### src/rtl/idu_queued_if.sv
// Decode-stage bus bundle: IFU request side, EXU response side, writeback port and flush.
// The slave modport is the decode stage; the master modport drives it.
interface idu_queued_if #(
    parameter int XLEN = 32
);
    localparam int PAYLOAD_W = 4*XLEN + 37;

    logic                 in_valid;
    logic                 in_ready;
    logic [XLEN-1:0]      in_pc;
    logic [31:0]          in_inst;
    logic                 out_valid;
    logic                 out_ready;
    logic [PAYLOAD_W-1:0] out_payload;
    logic                 wb_wen;
    logic [4:0]           wb_addr;
    logic [XLEN-1:0]      wb_data;
    logic                 flush;

    modport master (
        output in_valid, in_pc, in_inst, out_ready, wb_wen, wb_addr, wb_data, flush,
        input  in_ready, out_valid, out_payload
    );
    modport slave (
        input  in_valid, in_pc, in_inst, out_ready, wb_wen, wb_addr, wb_data, flush,
        output in_ready, out_valid, out_payload
    );
endinterface

### src/rtl/idu_queued.sv
// Queued RV32I decode stage: regfile read with wb bypass, branch resolve, DEPTH-entry output FIFO.
// Define IDU_SCOREBOARD_EN to add the RAW/WAW busy-vector stall against in-flight writebacks.
module idu_queued #(
    parameter int DEPTH = 2,
    parameter int XLEN  = 32
) (
    input logic         clk,
    input logic         rst,
    idu_queued_if.slave io
);
    localparam int PW = $clog2(DEPTH);
    localparam int CW = PW + 1;

    localparam logic [6:0] OP_LUI    = 7'b0110111;
    localparam logic [6:0] OP_AUIPC  = 7'b0010111;
    localparam logic [6:0] OP_JAL    = 7'b1101111;
    localparam logic [6:0] OP_JALR   = 7'b1100111;
    localparam logic [6:0] OP_BRANCH = 7'b1100011;
    localparam logic [6:0] OP_LOAD   = 7'b0000011;
    localparam logic [6:0] OP_STORE  = 7'b0100011;
    localparam logic [6:0] OP_IMM    = 7'b0010011;
    localparam logic [6:0] OP_OP     = 7'b0110011;
    localparam logic [6:0] OP_SYSTEM = 7'b1110011;

    typedef struct packed {
        logic [XLEN-1:0] pc;
        logic [XLEN-1:0] rs1_data;
        logic [XLEN-1:0] rs2_data;
        logic [XLEN-1:0] imm;
        logic [4:0]      rd;
        logic [2:0]      funct3;
        logic [3:0]      alu_op;
        logic [11:0]     csr_addr;
        logic [1:0]      csr_op;
        logic            pc_rs1_sel;
        logic            rs2_imm_sel;
        logic            reg_wen;
        logic            mem_en;
        logic            mem_wen;
        logic            is_jump;
        logic            br_taken;
        logic            is_ecall;
        logic            is_ebreak;
        logic            is_mret;
        logic            illegal;
    } payload_t;

    logic [31:0][XLEN-1:0] rf_q;
    payload_t              mem_q [DEPTH];
    logic [PW-1:0]         wr_ptr_q, rd_ptr_q;
    logic [CW-1:0]         count_q;

    logic [31:0]     inst;
    logic [2:0]      f3;
    logic [4:0]      rs1a, rs2a;
    logic [XLEN-1:0] rs1_val, rs2_val;
    logic            use_rs1, use_rs2, br_cmp, stall, push, pop;
    payload_t        dec;

    assign inst = io.in_inst;
    assign f3   = inst[14:12];
    assign rs1a = inst[19:15];
    // ECALL passes its argument register x15 through the rs2 read port.
    assign rs2a = (inst == 32'h0000_0073) ? 5'd15 : inst[24:20];

    assign rs1_val = (rs1a == 5'd0) ? '0 :
                     (io.wb_wen && io.wb_addr == rs1a) ? io.wb_data : rf_q[rs1a];
    assign rs2_val = (rs2a == 5'd0) ? '0 :
                     (io.wb_wen && io.wb_addr == rs2a) ? io.wb_data : rf_q[rs2a];

    always_comb begin
        unique case (f3)
            3'b000:  br_cmp = rs1_val == rs2_val;
            3'b001:  br_cmp = rs1_val != rs2_val;
            3'b100:  br_cmp = $signed(rs1_val) <  $signed(rs2_val);
            3'b101:  br_cmp = $signed(rs1_val) >= $signed(rs2_val);
            3'b110:  br_cmp = rs1_val <  rs2_val;
            3'b111:  br_cmp = rs1_val >= rs2_val;
            default: br_cmp = 1'b0;
        endcase
    end

    always_comb begin
        dec        = '0;
        use_rs1    = 1'b0;
        use_rs2    = 1'b0;
        dec.pc     = io.in_pc;
        dec.funct3 = f3;
        unique case (inst[6:0])
            OP_LUI: begin
                dec.imm = {inst[31:12], 12'b0};
                dec.rs2_imm_sel = 1'b1; dec.reg_wen = 1'b1;
            end
            OP_AUIPC: begin
                dec.imm = {inst[31:12], 12'b0};
                dec.pc_rs1_sel = 1'b1; dec.rs2_imm_sel = 1'b1; dec.reg_wen = 1'b1;
            end
            OP_JAL: begin
                dec.imm = {{12{inst[31]}}, inst[19:12], inst[20], inst[30:21], 1'b0};
                dec.pc_rs1_sel = 1'b1; dec.rs2_imm_sel = 1'b1; dec.reg_wen = 1'b1;
                dec.is_jump = 1'b1; dec.br_taken = 1'b1;
            end
            OP_JALR: begin
                dec.imm = {{20{inst[31]}}, inst[31:20]};
                use_rs1 = 1'b1; dec.rs2_imm_sel = 1'b1; dec.reg_wen = 1'b1;
                dec.is_jump = 1'b1; dec.br_taken = 1'b1;
            end
            OP_BRANCH: begin
                dec.imm = {{20{inst[31]}}, inst[7], inst[30:25], inst[11:8], 1'b0};
                use_rs1 = 1'b1; use_rs2 = 1'b1; dec.br_taken = br_cmp;
            end
            OP_LOAD: begin
                dec.imm = {{20{inst[31]}}, inst[31:20]};
                use_rs1 = 1'b1; dec.rs2_imm_sel = 1'b1; dec.reg_wen = 1'b1; dec.mem_en = 1'b1;
            end
            OP_STORE: begin
                dec.imm = {{20{inst[31]}}, inst[31:25], inst[11:7]};
                use_rs1 = 1'b1; use_rs2 = 1'b1; dec.rs2_imm_sel = 1'b1;
                dec.mem_en = 1'b1; dec.mem_wen = 1'b1;
            end
            OP_IMM: begin
                dec.imm = {{20{inst[31]}}, inst[31:20]};
                use_rs1 = 1'b1; dec.rs2_imm_sel = 1'b1; dec.reg_wen = 1'b1;
                dec.alu_op = {(f3 == 3'b101) && inst[30], f3};
            end
            OP_OP: begin
                use_rs1 = 1'b1; use_rs2 = 1'b1; dec.reg_wen = 1'b1;
                dec.alu_op = {inst[30], f3};
            end
            OP_SYSTEM: begin
                if (f3 == 3'b000) begin
                    unique case (inst)
                        32'h0000_0073: begin dec.is_ecall = 1'b1; use_rs2 = 1'b1; end
                        32'h0010_0073: dec.is_ebreak = 1'b1;
                        32'h3020_0073: dec.is_mret   = 1'b1;
                        default:       dec.illegal   = 1'b1;
                    endcase
                end else if (f3 == 3'b100) begin
                    dec.illegal = 1'b1;
                end else begin
                    dec.reg_wen  = 1'b1;
                    dec.csr_addr = inst[31:20];
                    dec.csr_op   = f3[1:0];
                    use_rs1      = !f3[2];
                    // Immediate CSR forms carry zimm in the rs1 operand slot.
                    if (f3[2]) dec.rs1_data = {{(XLEN-5){1'b0}}, inst[19:15]};
                end
            end
            default: dec.illegal = 1'b1;
        endcase
        if (use_rs1) dec.rs1_data = rs1_val;
        if (use_rs2) dec.rs2_data = rs2_val;
        if (dec.reg_wen) dec.rd = inst[11:7];
    end

`ifdef IDU_SCOREBOARD_EN
    logic [31:0] busy_q, busy_d;

    assign stall = (use_rs1 && busy_q[rs1a] && !(io.wb_wen && io.wb_addr == rs1a)) ||
                   (use_rs2 && busy_q[rs2a] && !(io.wb_wen && io.wb_addr == rs2a)) ||
                   (dec.reg_wen && dec.rd != 5'd0 && busy_q[dec.rd]);

    always_comb begin
        busy_d = busy_q;
        if (io.wb_wen) busy_d[io.wb_addr] = 1'b0;
        if (io.flush) begin
            for (int i = 0; i < DEPTH; i++) begin
                if (CW'(i) < count_q && mem_q[rd_ptr_q + PW'(i)].reg_wen)
                    busy_d[mem_q[rd_ptr_q + PW'(i)].rd] = 1'b0;
            end
        end
        // Set after clear so a same-register wb and accept leaves it busy.
        if (push && dec.reg_wen && dec.rd != 5'd0) busy_d[dec.rd] = 1'b1;
    end

    always_ff @(posedge clk or posedge rst) begin
        if (rst) busy_q <= '0;
        else     busy_q <= busy_d;
    end
`else
    assign stall = 1'b0;
`endif

    assign io.in_ready    = !rst && (count_q < CW'(DEPTH)) && !io.flush && !stall;
    assign io.out_valid   = count_q != '0;
    assign io.out_payload = io.out_valid ? mem_q[rd_ptr_q] : '0;

    assign push = io.in_valid && io.in_ready;
    assign pop  = io.out_valid && io.out_ready && !io.flush;

    always_ff @(posedge clk or posedge rst) begin
        if (rst) begin
            wr_ptr_q <= '0;
            rd_ptr_q <= '0;
            count_q  <= '0;
        end else if (io.flush) begin
            wr_ptr_q <= '0;
            rd_ptr_q <= '0;
            count_q  <= '0;
        end else begin
            if (push) wr_ptr_q <= wr_ptr_q + PW'(1);
            if (pop)  rd_ptr_q <= rd_ptr_q + PW'(1);
            unique case ({push, pop})
                2'b10:   count_q <= count_q + CW'(1);
                2'b01:   count_q <= count_q - CW'(1);
                default: count_q <= count_q;
            endcase
        end
    end

    always_ff @(posedge clk) begin
        if (push) mem_q[wr_ptr_q] <= dec;
    end

    always_ff @(posedge clk or posedge rst) begin
        if (rst)                                rf_q <= '0;
        else if (io.wb_wen && io.wb_addr != '0) rf_q[io.wb_addr] <= io.wb_data;
    end
endmodule

### src/flat_wrapper.sv
// flat-port wrapper written by rule: the top's interface ports become plain ports
module idu_queued_flat 
#(
    parameter int DEPTH = 2,
    parameter int XLEN  = 32
)
  (clk, rst, io_in_valid, io_in_pc, io_in_inst, io_out_ready, io_wb_wen, io_wb_addr, io_wb_data, io_flush, io_in_ready, io_out_valid, io_out_payload);
  idu_queued_if #(.XLEN(XLEN)) io_i ();
  input logic clk;
  input logic rst;
  input wire logic [$bits(io_i.in_valid)-1:0] io_in_valid;
  input wire logic [$bits(io_i.in_pc)-1:0] io_in_pc;
  input wire logic [$bits(io_i.in_inst)-1:0] io_in_inst;
  input wire logic [$bits(io_i.out_ready)-1:0] io_out_ready;
  input wire logic [$bits(io_i.wb_wen)-1:0] io_wb_wen;
  input wire logic [$bits(io_i.wb_addr)-1:0] io_wb_addr;
  input wire logic [$bits(io_i.wb_data)-1:0] io_wb_data;
  input wire logic [$bits(io_i.flush)-1:0] io_flush;
  output wire logic [$bits(io_i.in_ready)-1:0] io_in_ready;
  output wire logic [$bits(io_i.out_valid)-1:0] io_out_valid;
  output wire logic [$bits(io_i.out_payload)-1:0] io_out_payload;
  assign io_i.in_valid = io_in_valid;
  assign io_i.in_pc = io_in_pc;
  assign io_i.in_inst = io_in_inst;
  assign io_i.out_ready = io_out_ready;
  assign io_i.wb_wen = io_wb_wen;
  assign io_i.wb_addr = io_wb_addr;
  assign io_i.wb_data = io_wb_data;
  assign io_i.flush = io_flush;
  assign io_in_ready = io_i.in_ready;
  assign io_out_valid = io_i.out_valid;
  assign io_out_payload = io_i.out_payload;
  idu_queued #(.DEPTH(DEPTH), .XLEN(XLEN)) u_core (.clk(clk), .rst(rst), .io(io_i));
endmodule
### config.mk
export PLATFORM = sky130hd
export DESIGN_NAME = idu_queued_flat
export DESIGN_NICKNAME = d
export VERILOG_FILES = /design/src/rtl/idu_queued_if.sv /design/src/rtl/idu_queued.sv /design/src/flat_wrapper.sv
export SDC_FILE = /design/constraint.sdc
export NUM_CORES = 2
export LEC_CHECK = 0
export CAP_MARGIN = 20
export CORE_MARGIN = 4
export CORE_UTILIZATION = 50
export CTS_CLUSTER_SIZE = 20
export DETAILED_ROUTE_END_ITERATION = 7
export HOLD_SLACK_MARGIN = 0.02
export PLACE_DENSITY = 0.69
export SETUP_SLACK_MARGIN = 0.4
export SYNTH_ARGS = -nofsm -noshare
export SYNTH_HDL_FRONTEND = slang
export SYNTH_SLANG_ARGS = --single-unit
### constraint.sdc
create_clock -name clk -period 91.1 [get_ports clk]
set_clock_uncertainty 0.15 [all_clocks]
set_input_delay 18.22 -clock clk [delete_from_list [all_inputs] [get_ports clk]]
set_output_delay 18.22 -clock clk [all_outputs]
set_load 0.02 [all_outputs]
==> results_dict.tcl <==
set metrics [dict create \
    p_per_area_nw_per_um2 21.4 \
    ant_nets 0 \
    cts_setup_buffers 0 \
    nets 5503 \
    first_pass_iters 6 \
    synth_nets 5490 \
    drtIter0Drc 6208 \
    cts_tree "built" \
    synth_area_um2 71200 \
    cp.required_ns 72.73 \
    path_class "in2out" \
    placementRows 138 \
    worst_skew_pair.late_latency_ns 0.80 \
    htreeDepth 4 \
    dpl.hpwl_mm 134 \
    dieHeight_um 385 \
    yosysWarningCount 0 \
    core-area_um2 141000 \
    async_flop_share 0.757 \
    rsz0062_at_grt "no" \
    viasPerCell 6.77 \
    reg2reg_from "u_core.rf_q[833]" \
    worstSetupEndpointType "output port" \
    critPathMaxFanout 3 \
    grt_antenna_before_repair 5 \
    r2r_end "u_core.mem_q[0][4]" \
    post-route-drc-count 0 \
    dp_cells 7096 \
    grt_pass1_vias 49389 \
    power_switching_uw 476 \
    synth_cell_type_count 70 \
    ff2ff_setup_slack_ns 85.96 \
    seqPwrFrac 0.453 \
    clkPwrFrac 0.353 \
    p_leak_uw 0.0328 \
    clk_pin_slew_ns 0.06 \
    clock-root-buffer "clkbuf_16" \
    cts.sinks 1358 \
    fin_tns_setup_ns 0 \
    gp_congestion 0.872 \
    dieArea_um2 148000 \
    synthFlopType "dfrtp_1" \
    dpl-instance-area_um2 75700 \
    total_power_uw 1730 \
    cts_buffers 145 \
    grt_pass1_wl_mm 336 \
    synth_edf_count 330 \
    p_comb_frac 0.195 \
    globalRouteOverflowTotal 0 \
    die_width_um 385 \
    cts_buffer_depth 3 \
    syn_inst 5351 \
    ys_seq_area_frac 0.501 \
    r2r_cells 17 \
    worstPathArrival_ns 19.81 \
    status "finished, final reports clean" \
    setup_violations 0 \
    hold_end "u_core.rf_q[0]" \
    syn_area_per_cell_um2 13.3 \
    fill_cells 11237 \
    postCtsHoldBufs 0 \
    fin_crit_ns 38.18 \
    cp-start-kind "primary input" \
    intPower_uw 1250 \
    fin_cells 7373 \
    slew_headroom 0.197 \
    track_usage 0.307 \
    cts-resized-gates 0 \
    port_buffers 273 \
    synth-seq-cells 1358 \
    period_share 0.419 \
    hold_depth 0 \
    worst_slew_pin_slew_ns 1.19 \
    vias 49919 \
    design_area_um2 80700 \
    min_from "u_core.rf_q[0]" \
    floorplan.initialDensity 0.503 \
    max-cap-violations 0 \
    grt_start_max_net_pins 180 \
    max-vdd-ir-drop_uv 21.2 \
    hold_class "reg2reg" \
    layout-area-overhead-vs-synth_pct 13.4 \
    io_pins 274 \
    final-max-slew-violation-count 0 \
    wire_per_inst_um 31.2 \
    post-route-util 0.571 \
    switching_share 0.276 \
    finalHoldViolCount 0 \
    drt-total-wl_mm 230 \
    fmax_mhz 26.2 \
    drive_above_1_share 0.345 \
]
sequential cells by signal, summed over array words and instances (netlist names):
signal	cells
u_core.rf_q	1024
u_core.mem_q	330
u_core.count_q	2
u_core.rd_ptr_q	1
u_core.wr_ptr_q	1
stage by stage:
| stage | worst slack [ns] | hold WS, ns |
|---|---|---|
| 5_1_grt | 52.86 | 0.256 |
| 6_report | 52.92 | 0.243 |
| 3_5_place_dp | 52.90 | 0.231 |
| 4_1_cts | 52.89 | 0.244 |
| 2_1_floorplan | 43.78 | 0.288 |
| 3_3_place_gp | 52.89 | 0.223 |
cell families after synthesis:
family / after synthesis / synth area share
mux: 1795 / 0.331
flops: 1358 / 0.501
simple gates: 785 / 0.0519
compound gates: 782 / 0.0782
buf+inv: 590 / 0.0318
fa+ha+maj: 32 / 0.00563
xor+xnor: 9 / 0.00111
cells in the mapped netlist, drive strengths merged, types with 31 or more instances:
cell type	number	area, µm²
o221ai	113	990
buf	147	603
o21ai	142	711
nand2	173	649
ha	32	400
mux2i	368	3680
a211oi	65	500
a21oi	102	510
o22ai	69	432
dfrtp	1028	25700
o211ai	35	263
nor2	326	1220
and2	68	425
nor3	31	160
edfxtp	330	9910
clkbuf	423	1590
mux4	336	7570
a221oi	46	403
mux2	1091	12300
nor2b	47	294
a2111oi	32	280
placed cells by master, fill, tap and decap left out, types with 141 or more instances in the layout:
cell / instances
mux2_2: 1091
dfrtp_1: 1027
mux2i_1: 368
mux4_2: 336
edfxtp_1: 330
nor2_1: 307
clkdlybuf4s50_1: 265
nand2_1: 157
clkbuf_16: 149
buf_4: 145
o21ai_0: 141
layer usage:
metal,up-vias,GRT usage,wire [µm]
met5,-,0,50
met3,705,0.0945,25600
met1,25738,0.413,91000
li1,20527,-,-
met2,2941,0.462,102000
met4,8,0.134,11500
worst max path at each step:
stage | from | end | slack [ns]
after global placement | rst | io_in_ready | 52.89
after global routing | io_flush | io_in_ready | 52.86
after floorplan | rst | u_core.count_q[0] | 43.78
final | rst | io_in_ready | 52.92
after detailed placement | rst | io_in_ready | 52.90
after CTS | rst | io_in_ready | 52.89
final cells by class:
class | count | area, µm² | share of cell area
repair buffers | 436 | 4100 | 0.0509
well taps | 1890 | 2360 | 0.0293
clock buffers | 207 | 4160 | 0.0515
flip-flops and latches | 1358 | 35600 | 0.442
diodes | 3 | 7.51 | 0.0000930
multi-input cells | 3403 | 33600 | 0.417
inverters | 20 | 90.1 | 0.00112
clock inverters | 56 | 721 | 0.00893
worst max-delay path, cell delays in order:
cell	delay, ns
clkdlybuf4s50_1	0.51
nor3_1	0.38
clkdlybuf4s50_1	0.69
power by group through the flow:
| stage | Combinational (µW) | Sequential [µW] | Clock [µW] |
|---|---|---|---|
| 2_1_floorplan | 244 | 770 | 0 |
| 3_3_place_gp | 322 | 782 | 0 |
| 3_5_place_dp | 330 | 788 | 0 |
| 4_1_cts | 331 | 777 | 615 |
| 5_1_grt | 359 | 791 | 641 |
| 6_report | 336 | 781 | 608 |
No activity file was read; power rests on OpenSTA's default activity.
